`config.mk`:
```
export PLATFORM = sky130hd
export DESIGN_NAME = quad_decoder
export DESIGN_NICKNAME = d
export VERILOG_FILES = /design/src/rtl/quad_decoder.sv
export SDC_FILE = /design/constraint.sdc
export NUM_CORES = 1
export LEC_CHECK = 0
export BUFFER_PORTS_ARGS = -buffer_cell sky130_fd_sc_hd__buf_2
export CORE_MARGIN = 3
export CORE_UTILIZATION = 50
export CTS_BUF_LIST = sky130_fd_sc_hd__clkbuf_8
export DETAILED_ROUTE_END_ITERATION = 6
export PLACE_DENSITY_LB_ADDON = 0.15
export SKIP_LAST_GASP = 1
export SLEW_MARGIN = 20
export SYNTH_ARGS = -nofsm -noshare
export SYNTH_HDL_FRONTEND = slang
export SYNTH_SLANG_ARGS = --single-unit
```
`constraint.sdc`:
```
create_clock -name clk -period 8.1 [get_ports clk]
set_clock_uncertainty 0.2 [all_clocks]
set_input_delay 1.215 -clock clk [delete_from_list [all_inputs] [get_ports clk]]
set_output_delay 1.215 -clock clk [all_outputs]
set_load 0.01 [all_outputs]
```
`src/rtl/quad_decoder.sv`:
```
// Quadrature decoder: 2-flop sync + FILT-cycle stability filter + Gray-code step decode into a wrapping position.
// Latency 1+FILT edges after the first sampling edge of a new A/B level; no backpressure, step is a 1-cycle pulse.
module quad_decoder #(
  parameter int WIDTH = 16,
  parameter int FILT  = 2
) (
  input  logic             clk,
  input  logic             rst,
  input  logic             a_in,
  input  logic             b_in,
  input  logic             en,
  input  logic             clr,
  input  logic             err_clr,
  output logic [WIDTH-1:0] position,
  output logic             dir,
  output logic             step,
  output logic             err
);

  typedef enum logic {INIT, TRACK} state_t;

  state_t           state, state_nxt;
  logic [1:0]       sync1, ab_s, ab_prev, ab_f, ab_f_nxt;
  logic [1:0]       vld_sr;
  logic [3:0]       cnt, cnt_nxt;
  logic             stable;
  logic             is_up, is_down;
  logic [WIDTH-1:0] pos_nxt;
  logic             dir_nxt, step_nxt, err_nxt;

  // Successor of a phase pair in the counting-up direction.
  function automatic logic [1:0] up_of(input logic [1:0] v);
    case (v)
      2'b00:   up_of = 2'b01;
      2'b01:   up_of = 2'b11;
      2'b11:   up_of = 2'b10;
      default: up_of = 2'b00;
    endcase
  endfunction

  always_ff @(posedge clk or negedge rst) begin
    if (!rst) begin
      sync1   <= 2'b00;
      ab_s    <= 2'b00;
      vld_sr  <= 2'b00;
      ab_prev <= 2'b00;
      cnt     <= 4'd0;
    end else begin
      sync1   <= {a_in, b_in};
      ab_s    <= sync1;
      vld_sr  <= {vld_sr[0], 1'b1};
      ab_prev <= ab_s;
      cnt     <= cnt_nxt;
    end
  end

  // vld_sr keeps the reset-zero contents of the synchroniser from being accepted as a real level.
  always_comb begin
    cnt_nxt = 4'd0;
    if (ab_s == ab_prev)
      cnt_nxt = (cnt == 4'd15) ? 4'd15 : cnt + 4'd1;
    stable = vld_sr[1] && (cnt_nxt >= 4'(FILT - 1));
  end

  assign is_up   = (ab_s == up_of(ab_f));
  assign is_down = (ab_f == up_of(ab_s));

  always_ff @(posedge clk or negedge rst) begin
    if (!rst) begin
      state    <= INIT;
      ab_f     <= 2'b00;
      position <= '0;
      dir      <= 1'b1;
      step     <= 1'b0;
      err      <= 1'b0;
    end else begin
      state    <= state_nxt;
      ab_f     <= ab_f_nxt;
      position <= pos_nxt;
      dir      <= dir_nxt;
      step     <= step_nxt;
      err      <= err_nxt;
    end
  end

  always_comb begin
    state_nxt = state;
    ab_f_nxt  = ab_f;
    pos_nxt   = position;
    dir_nxt   = dir;
    step_nxt  = 1'b0;
    err_nxt   = err_clr ? 1'b0 : err;
    case (state)
      INIT: begin
        if (stable) begin
          ab_f_nxt  = ab_s;
          state_nxt = TRACK;
        end
      end
      default: begin
        if (stable && (ab_s != ab_f)) begin
          ab_f_nxt = ab_s;
          if (is_up) begin
            dir_nxt = 1'b1;
            if (en) begin
              pos_nxt  = position + 1'b1;
              step_nxt = 1'b1;
            end
          end else if (is_down) begin
            dir_nxt = 1'b0;
            if (en) begin
              pos_nxt  = position - 1'b1;
              step_nxt = 1'b1;
            end
          end else begin
            err_nxt = 1'b1;
          end
        end
      end
    endcase
    if (clr)
      pos_nxt = '0;
  end

endmodule
```
**After elaboration in Yosys (flattened, before gate mapping)**

Index checks and enable logic that the tools add are counted.

- Equal/unequal tests: 12
- Order comparisons: 1
- Mux-type cells: 28
- Add/sub/neg operators: 3
- Reduce and logical (&&, ||, !) cells: 12

Operators by type and width:

| cell | number |
|---|---|
| $mux 16 | 7 |
| $add 16x1->16 const B | 1 |
| $sub 16x1->16 const B | 1 |
| $mux 1 | 14 |
| $pmux 2 s3 | 2 |
| $mux 4 | 2 |
| $reduce_bool 2->1 | 4 |
| $eq 2x2->1 | 3 |
| $mux 2 | 3 |
| $ne 3x3->1 const B | 2 |
| $reduce_and 5->1 | 1 |
| $add 4x1->4 const B | 1 |
| $eq 2x1->1 const B | 2 |
| $eq 2x2->1 const B | 2 |
| $eq 4x4->1 const B | 1 |
| $ge 4x1->1 const B | 1 |
| $logic_not 2->1 | 2 |
| $reduce_and 3->1 | 1 |
| $reduce_bool 3->1 | 1 |
| $logic_and 1x1->1 | 2 |
| $ne 2x1->1 const B | 1 |
| $ne 2x2->1 | 1 |
| $reduce_and 2->1 | 1 |

- Flip-flop bits (word level): 34
- Word-level logic and storage cells: 67
- Output and inout port bits: 19
- Input bits: 7

**Logic depth before layout (Yosys ltp)**

Gate-level depths: netlist of the first run.

- Word-level depth: 9
- Gate-level depth with buffers: 9
- Mapped depth without buffers: 9

**Least setup slack after synthesis of the first run**

No wires, ideal clock.

- Path kind: flip-flop to flip-flop
- Start point: register ab_s[0]
- End point: register position[15]
- Path slack: 5.002 ns
- Library setup time: 0.125 ns
- Stages on the path, launching flop included: 10
- Required time: 7.775 ns
- Path buffers: 0
- Data arrival time: 2.773 ns
- Clock period less this slack: 3.098 ns
- Cells stage by stage: dfrtp_1 xor2_1 nand2_1 ha_1 a21oi_1 o211ai_1 a211oi_1 a2bb2oi_1 mux2i_1 mux2_2

- Cells in the longest elaborated chain, start to end: 7
- Elaborated cells on any way between the ends: 21
- Those cells by class: order compare (1); eq/ne (8); mux (6); reduce/logical (6)

RTL lines:

| element | RTL line | RTL |
|---|---|---|
| start, declared | 23 | `logic [1:0] sync1, ab_s, ab_prev, ab_f, ab_f_nxt;` |
| start signal, assigned | 50 | `ab_s <= sync1;` |
| $eq 2x2->1 | 60 | `if (ab_s == ab_prev)` |
| $mux 4 | 60 |  |
| $ge 4x1->1 | 62 | `stable = vld_sr[1] && (cnt_nxt >= 4'(FILT - 1));` |
| $logic_and 1x1->1 | 62 |  |
| $logic_and 1x1->1 | 101 | `if (stable && (ab_s != ab_f)) begin` |
| $reduce_bool 2->1 (no source line) | -- |  |
| $reduce_and 5->1 (no source line) | -- |  |
| end signal, assigned | 79 | `position <= pos_nxt;` |
| end, declared | 14 | `output logic [WIDTH-1:0] position,` |

Parallel ways exist; a longest one is shown, timed or not. The select of a mux whose other input is x is not followed.
A chain may end at the register's enable or synchronous reset.

**Worst setup path after layout of the first run**

- Start point: register ab_s[1]
- End point: register position[15]

Same word-level chain as after synthesis.

==> summary.md, run 1 <==
| Metric | Value |
|---|---|
| Worst setup EP type | `flip-flop` |
| Vias in the first global route | `1607` |
| Post-Syn Instances | `216` |
| Clk network pwr share | `27.0%` |
| Ys Warns | `0` |
| Placed Instances | `284` |
| Grt met2 use | `26.92%` |
| P_leak | `1.160 nW` |
| Slew Viols, Final | `0` |
| Syn avg cell area | `9.604 um2` |
| Layer with the highest usage | `met2` |
| Layout Nets | `roughly 270` |
| Net Count, Synth | `241` |
| Initial Util | `54.22%` |
| Clk sink count | `34` |
| Clk slew on worst S/H paths | `0.08 ns` |
| RSZ-0062 raised after global routing | `false` |
| Combinational share of power | `around two fifths` |
| Drt initial violations | `about 110` |
| Worst Hold Class | `reg -> reg` |
| P_sw | `0.2116 mW` |
| Run status | `complete, no violations` |
| Final Cycle Share | `between 40% and 50%` |
| Total track usage | `17.77%` |
| Number of flops mapped to enable cells by yosys | `0` |
| Hold Vio Cnt, Final | `0` |
| Fmax | `roughly 280 MHz` |
| Switching part of the total | `36.06%` |
| Area Growth Syn to Fin | `13.15%` |
| H-tree depth | `2` |
| First-pass GRT wire length | `7.113 mm` |
| Critical Path RT | `8.08 ns` |
| Final setup vio count | `0` |
| Average wire per standard cell | `13.35 um` |
| M1 GR Usage | `24.98%` |
| Detail Route Antenna Nets | `0` |
| Cell Rows | `22` |
| Slew headroom | `46.92%` |
| Clock Latency Late Sink | `just under 0.3 ns` |
| Top_reg_cell synth | `dfrtp_1` |
| Die height | `70.41 um` |
| Area of the die | `0.004958 mm2` |
| I/O pins | `26` |
| Die Width | `70.41 um` |
| Diode count | `0` |
| Total CTS buffers | `5` |
| Most frequent cells in the layout | `dfrtp_1, buf_2, a21oi_1, nand2_1, nor2_1` |
| Power Internal | `0.3752 mW` |
| Startpoint types | `flip-flop` |
| Synth unique cells | `48` |
| Tightest hold margin | `0.1507 ns` |
| DRT Pass-1 Iters | `4` |
| IO buf count | `25` |
| Post CTS Setup Buffer Count | `0` |
| DRC viols | `0` |
| Power per cell area | `between 200 and 250 mW/mm2` |
| Proportion of power drawn by flip-flops and latches | `33.7%` |
| Worst path arrival time | `roughly 3.6 ns` |
| Final min period | `3.635 ns` |
| Non-filler instance count after layout | `292` |
| Grt total ovfl | `0` |
| Register area share after synthesis | `41.07%` |
| Initial antenna violation count | `0` |
| Floorplan Core Area | `between 0.003 and 0.004 mm2` |
| Synth async-reset ratio | `100.0%` |
| Post-DP HPWL | `roughly 2.7 mm` |
| WS Path Type | `reg -> reg` |
| Detailed-route via count | `1617` |
| M3 GR Usage | `roughly 4.7%` |
| Max FO, Critical Path | `20` |
| CTS max path bufs | `2` |
| TritonCTS clock tree | `yes` |
| Post_cts resized | `0` |
| Largest net degree at the start of global routing | `35` |
| Root Buffer | `clkbuf_8` |
| Slew at the pin closest to its max-slew limit | `0.7943 ns` |
| Layout cells sized above 1 | `18.85%` |
| Final setup TNS | `0 ns` |
| Detailed Route WL | `3.899 mm` |
| Commonest non-fill, non-tap cell in the layout | `dfrtp_1` |
| Synth Register Bits | `34` |
| Hold buffer count at CTS | `0` |
| Routability congestion estimate | `~0.83` |
| Worst ir drop on vdd | `about 0.00016 V` |
| DR vias/cell | `between 5 and 6` |
| Max-Cap Viols | `0` |
| Synthesized area | `0.002074 mm2` |
[flip-flops by register name, indices dropped and copies added, names as in the netlist]
signal	cells
vld_sr	2
err	1
position	16
state	1
sync1	2
ab_f	2
ab_s	2
cnt	4
dir	1
ab_prev	2
step	1
[power by group through the flow]
stage	clock, mW	sequential (mW)	combinational, mW
after floorplan	0	0.203	0.183
after global placement	0	0.201	0.228
after detailed placement	0	0.201	0.231
after CTS	0.163	0.198	0.232
after global routing	0.171	0.200	0.265
final	0.158	0.198	0.231
[Yosys cell counts, drive strengths merged, types with 2 or more instances]
| master | n | area, um2 |
|---|---|---|
| or3 | 2 | 13.77 |
| inv | 6 | 22.52 |
| and3 | 2 | 12.51 |
| and2 | 2 | 12.51 |
| ha | 17 | 212.7 |
| nor3b | 2 | 15.01 |
| nand3 | 10 | 50.05 |
| or4 | 2 | 15.01 |
| nand4 | 2 | 12.51 |
| mux2i | 3 | 30.03 |
| nand3b | 2 | 15.01 |
| nor3 | 3 | 15.01 |
| dfrtp | 33 | 825.8 |
| nand2 | 23 | 86.33 |
| nor2 | 19 | 71.32 |
| xnor2 | 10 | 87.58 |
| a21o | 7 | 52.55 |
| xor2 | 5 | 43.79 |
| o21ai | 5 | 25.02 |
| mux2 | 3 | 33.78 |
| nand2b | 2 | 12.51 |
| buf | 2 | 15.01 |
| a211oi | 3 | 22.52 |
| clkbuf | 3 | 11.26 |
| or2 | 3 | 18.77 |
| a21oi | 23 | 115.1 |
| a21boi | 2 | 15.02 |
| o211ai | 4 | 30.03 |
[worst max-delay path: stages, from the launching register on]
cell and delay (ns):
dfrtp_1 0.45, xnor2_1 0.16, nand2_1 0.50, ha_1 0.57, a21oi_1 0.20, o211ai_1 0.15, a211oi_1 0.37, a2bb2oi_1 0.32
mux2i_1 0.25, mux2_2 0.35
[logic make-up (layout without fill, tap and decap cells)]
group / Yosys count / after routing / share of synthesized area (%)
simple gates: 78 / 78 / 18.34
compound gates: 53 / 53 / 17.43
flops: 34 / 34 / 41.07
fa+ha+maj: 18 / 18 / 11.22
xor+xnor: 15 / 15 / 6.333
buf+inv: 11 / 39 / 2.352
mux: 6 / 6 / 3.076
other cells: 1 / 1 / 0.1808
[cell type report]
type                            count  area (um2)
Fill cell                         340        1479
Inverter                            6       22.52
Timing Repair Buffer               25       125.1
Tap cell                           48       60.06
Clock inverter                      3       45.04
Multi-Input combinational cell    171        1174
Sequential cell                    34       852.1
Clock buffer                        5       68.82
[routing by layer]
layer / wire length (um) / up-vias
met5: 0 / -
met4: 31 / 0
met3: 181 / 4
met2: 1715 / 36
met1: 1970 / 753
li1: - / 824
[stage by stage]
step	total power, mW	worst slack, ns	area [um2]	util (%)
6_report	0.5868	4.465	2347	61.35
3_3_place_gp	0.4288	4.564	2233	58.37
2_1_floorplan	0.3859	5.002	2074	-
3_5_place_dp	0.4321	4.476	2233	58.37
5_1_grt	0.6355	4.195	2347	61.35
4_1_cts	0.5931	4.445	2347	61.35
[worst paths after layout]
check	from	end	slack, ns	cells after the start
max	ab_s[1]	position[15]	4.46	9
min	sync1[0]	ab_s[0]	0.15	0
max reg2reg	ab_s[1]	position[15]	4.46	9
min reg2reg	sync1[0]	ab_s[0]	0.15	0
max in group asynchronous	rst	vld_sr[1]	6.44	1
min in group asynchronous	rst	ab_prev[0]	0.79	1
(Power assumes the default switching activity.)
==> run 2: changes to the inputs <==
==> constraint.sdc (replaced) <==
create_clock -name clk -period 3.8 [get_ports clk]
set_clock_uncertainty 0.2 [all_clocks]
set_input_delay 0.57 -clock clk [delete_from_list [all_inputs] [get_ports clk]]
set_output_delay 0.57 -clock clk [all_outputs]
set_load 0.01 [all_outputs]
==> run 2 against run 1 <==
Compared with the run above: final area up 1.7%; worst setup slack got worse by 4.0 ns; first-iteration DRC count shrank 46%; via count rose by 1.9%; maximum frequency is 8.9% higher; wire length increased by 4.6%; non-clock buffer count grew 2; die area unchanged; sequential cell count stayed put; power grew 130%; clock power grew to 2.5 times the previous value; cell count is 0.68% higher; critical path type unchanged; critical endpoint unchanged; largest cell class unchanged; largest power group unchanged.
==> summary.md, run 2 (synthesis gave the netlist of run 1 again) <==
| Metric | Value |
|---|---|
| Run status | `complete, no violations` |
| Largest regs | `position (16), cnt (4)` |
| Cell Rows | `22 (unchanged)` |
| Clk slew on worst S/H paths | `0.07 ns (about the same)` |
| Clock Latency Late Sink | `0.29 ns (about the same)` |
| Root Buffer | `clkbuf_8` |
| Drt initial violations | `58 (-46%)` |
| Slew at the pin closest to its max-slew limit | `0.7682 ns (-0.02609 ns)` |
| Commonest non-fill, non-tap cell in the layout | `dfrtp_1` |
| Slew Viols, Final | `0 (unchanged)` |
| Worst setup EP type | `flip-flop` |
| Max FO, Critical Path | `11 (-45%)` |
| Detailed Route WL | `4.077 mm (+4.6%)` |
| Final min period | `3.338 ns (-0.2977 ns)` |
| I/O pins | `26 (unchanged)` |
| TritonCTS clock tree | `yes` |
| Worst ir drop on vdd | `0.0003777 V (+140%)` |
| WS Path Type | `reg -> reg` |
| Fill cells | `342 (+0.59%)` |
| Average wire per standard cell | `13.87 um (+3.9%)` |
| Critical Path RT | `3.78 ns (-4.30 ns)` |
| Post CTS Setup Buffer Count | `0 (unchanged)` |
| IO buf count | `25 (unchanged)` |
| Grt total ovfl | `0 (unchanged)` |
| Die Width | `70.41 um (unchanged)` |
| Startpoint types | `flip-flop` |
| Routability congestion estimate | `0.8182 (-0.96%)` |
| Final worst slack | `0.4623 ns (-4.002 ns)` |
| Detail Route Antenna Nets | `0 (unchanged)` |
| Power per cell area | `556.0 mW/mm2 (+120%)` |
| Final setup TNS | `0 ns (unchanged)` |
| Most frequent cells in the layout | `dfrtp_1, buf_2, a21oi_1, nand2_1, nor2_1` |
| Fmax | `299.6 MHz (+8.9%)` |
| Final setup vio count | `0 (unchanged)` |
| Floorplan Core Area | `0.003826 mm2 (unchanged)` |
| Final core utilization | `62.36% (+1.0 points)` |
| Detailed-route via count | `1648 (+1.9%)` |
| Final Cycle Share | `87.83% (+43 points)` |
| Dpl ws | `0.4807 ns (-3.995 ns)` |
| First-pass GRT wire length | `7.272 mm (+2.2%)` |
| CTS max path bufs | `2 (unchanged)` |
| Max-Cap Viols | `0 (unchanged)` |
| Area of the die | `0.004958 mm2 (unchanged)` |
| Vias in the first global route | `1594 (-0.81%)` |
| Post-DP HPWL | `2.901 mm (+6.3%)` |
| Total CTS buffers | `5 (unchanged)` |
| Worst Hold Class | `in -> async` |
| Top reg by flops | `position` |
| P_leak | `1.187 nW (+2.3%)` |
| Area Growth Syn to Fin | `15.02%` |
| Critical Path Slowest Stage Cell | `dfrtp_1` |
| Hold Vio Cnt, Final | `0 (unchanged)` |
| Diode count | `0 (unchanged)` |
| DR vias/cell | `5.605 (+1.2%)` |
| Layout cells sized above 1 | `19.51% (+0.66 points)` |
| Cell Chain, Critical Path | `xnor2_1 -> nand2_1 -> buf_4 -> ha_1 -> a21o_1 -> a211oi_1 -> a2bb2oi_1 -> mux2i_1 -> mux2_2` |
| DRT Pass-1 Iters | `4 (unchanged)` |
| Total track usage | `18.31% (+0.53 points)` |
| RSZ-0062 raised after global routing | `false` |
| Max FFs per register | `16 (unchanged)` |
| Die height | `70.41 um (unchanged)` |
| Largest net degree at the start of global routing | `35 (unchanged)` |
| Hold buffer count at CTS | `0 (unchanged)` |
| Initial Util | `54.22% (unchanged)` |
| Initial antenna violation count | `0 (unchanged)` |
| DRC viols | `0 (unchanged)` |
| Layout Nets | `270 (+0.75%)` |
| Max incr delay on CP | `0.45 ns (-0.12 ns)` |
| Slew headroom | `48.79% (+1.9 points)` |
| Post_cts resized | `0 (unchanged)` |
| H-tree depth | `2 (unchanged)` |
| Worst path arrival time | `3.32 ns (-0.30 ns)` |
| Clk sink count | `34 (unchanged)` |
[run 2: final timing paths]
kind	from	to	slack, ns	cells past startpoint
max in group asynchronous	rst	ab_prev[0]	2.77	1
setup / recovery	ab_s[1]	position[15]	0.46	9
hold reg to reg	vld_sr[0]	vld_sr[1]	0.15	0
hold / removal	rst	cnt[3]	0.15	1
min in group clk	vld_sr[0]	vld_sr[1]	0.15	0
setup reg to reg	ab_s[1]	position[15]	0.46	9
[run 2: area by class of cell]
cell class,count,area (um2),area share (%)
Sequential cell,34,852.1,35.71
Inverter,6,22.52,0.9439
Clock inverter,3,68.82,2.884
Clock buffer,5,68.82,2.884
Tap cell,48,60.06,2.517
Multi-Input combinational cell,171,1174,49.19
Timing Repair Buffer,27,140.1,5.873
[run 2: report_power, final]
group	total (mW)	switching [mW]	internal, mW
Combinational	0.505	0.289	0.216
Sequential	0.421	0.0255	0.396
Clock	0.400	0.138	0.263
[run 2: layer usage]
| metal | track usage (%) | vias to the layer above | wire length (um) |
|---|---|---|---|
| met3 | 4.173 | 7 | 165 |
| met5 | 0 | - | 0 |
| met2 | 28.38 | 31 | 1854 |
| met1 | 24.11 | 779 | 1987 |
| li1 | - | 831 | - |
| met4 | 8.511 | 0 | 70 |
[run 2: worst max-delay path: cells and delay by family (launching register included)]
family | cells | cell delay [ns]
adders and majority gates | 1 | 0.34
muxes | 2 | 0.58
AOI/OAI and AO/OA | 3 | 0.91
xor gates and xnor gates | 1 | 0.15
DFF | 1 | 0.45
and+or+nand+nor | 1 | 0.29
buffers and inverters | 1 | 0.30
[run 2: per-stage QoR]
stage	instance area [um2]	hold WS, ns	cells	total power [mW]
5_1_grt	2386	0.1657	294	1.431
2_1_floorplan	2074	0.07441	216	0.8225
6_report	2386	0.1487	294	1.327
4_1_cts	2386	0.1513	294	1.338
3_3_place_gp	2248	0.1336	286	0.9226
3_5_place_dp	2248	0.1347	286	0.9301
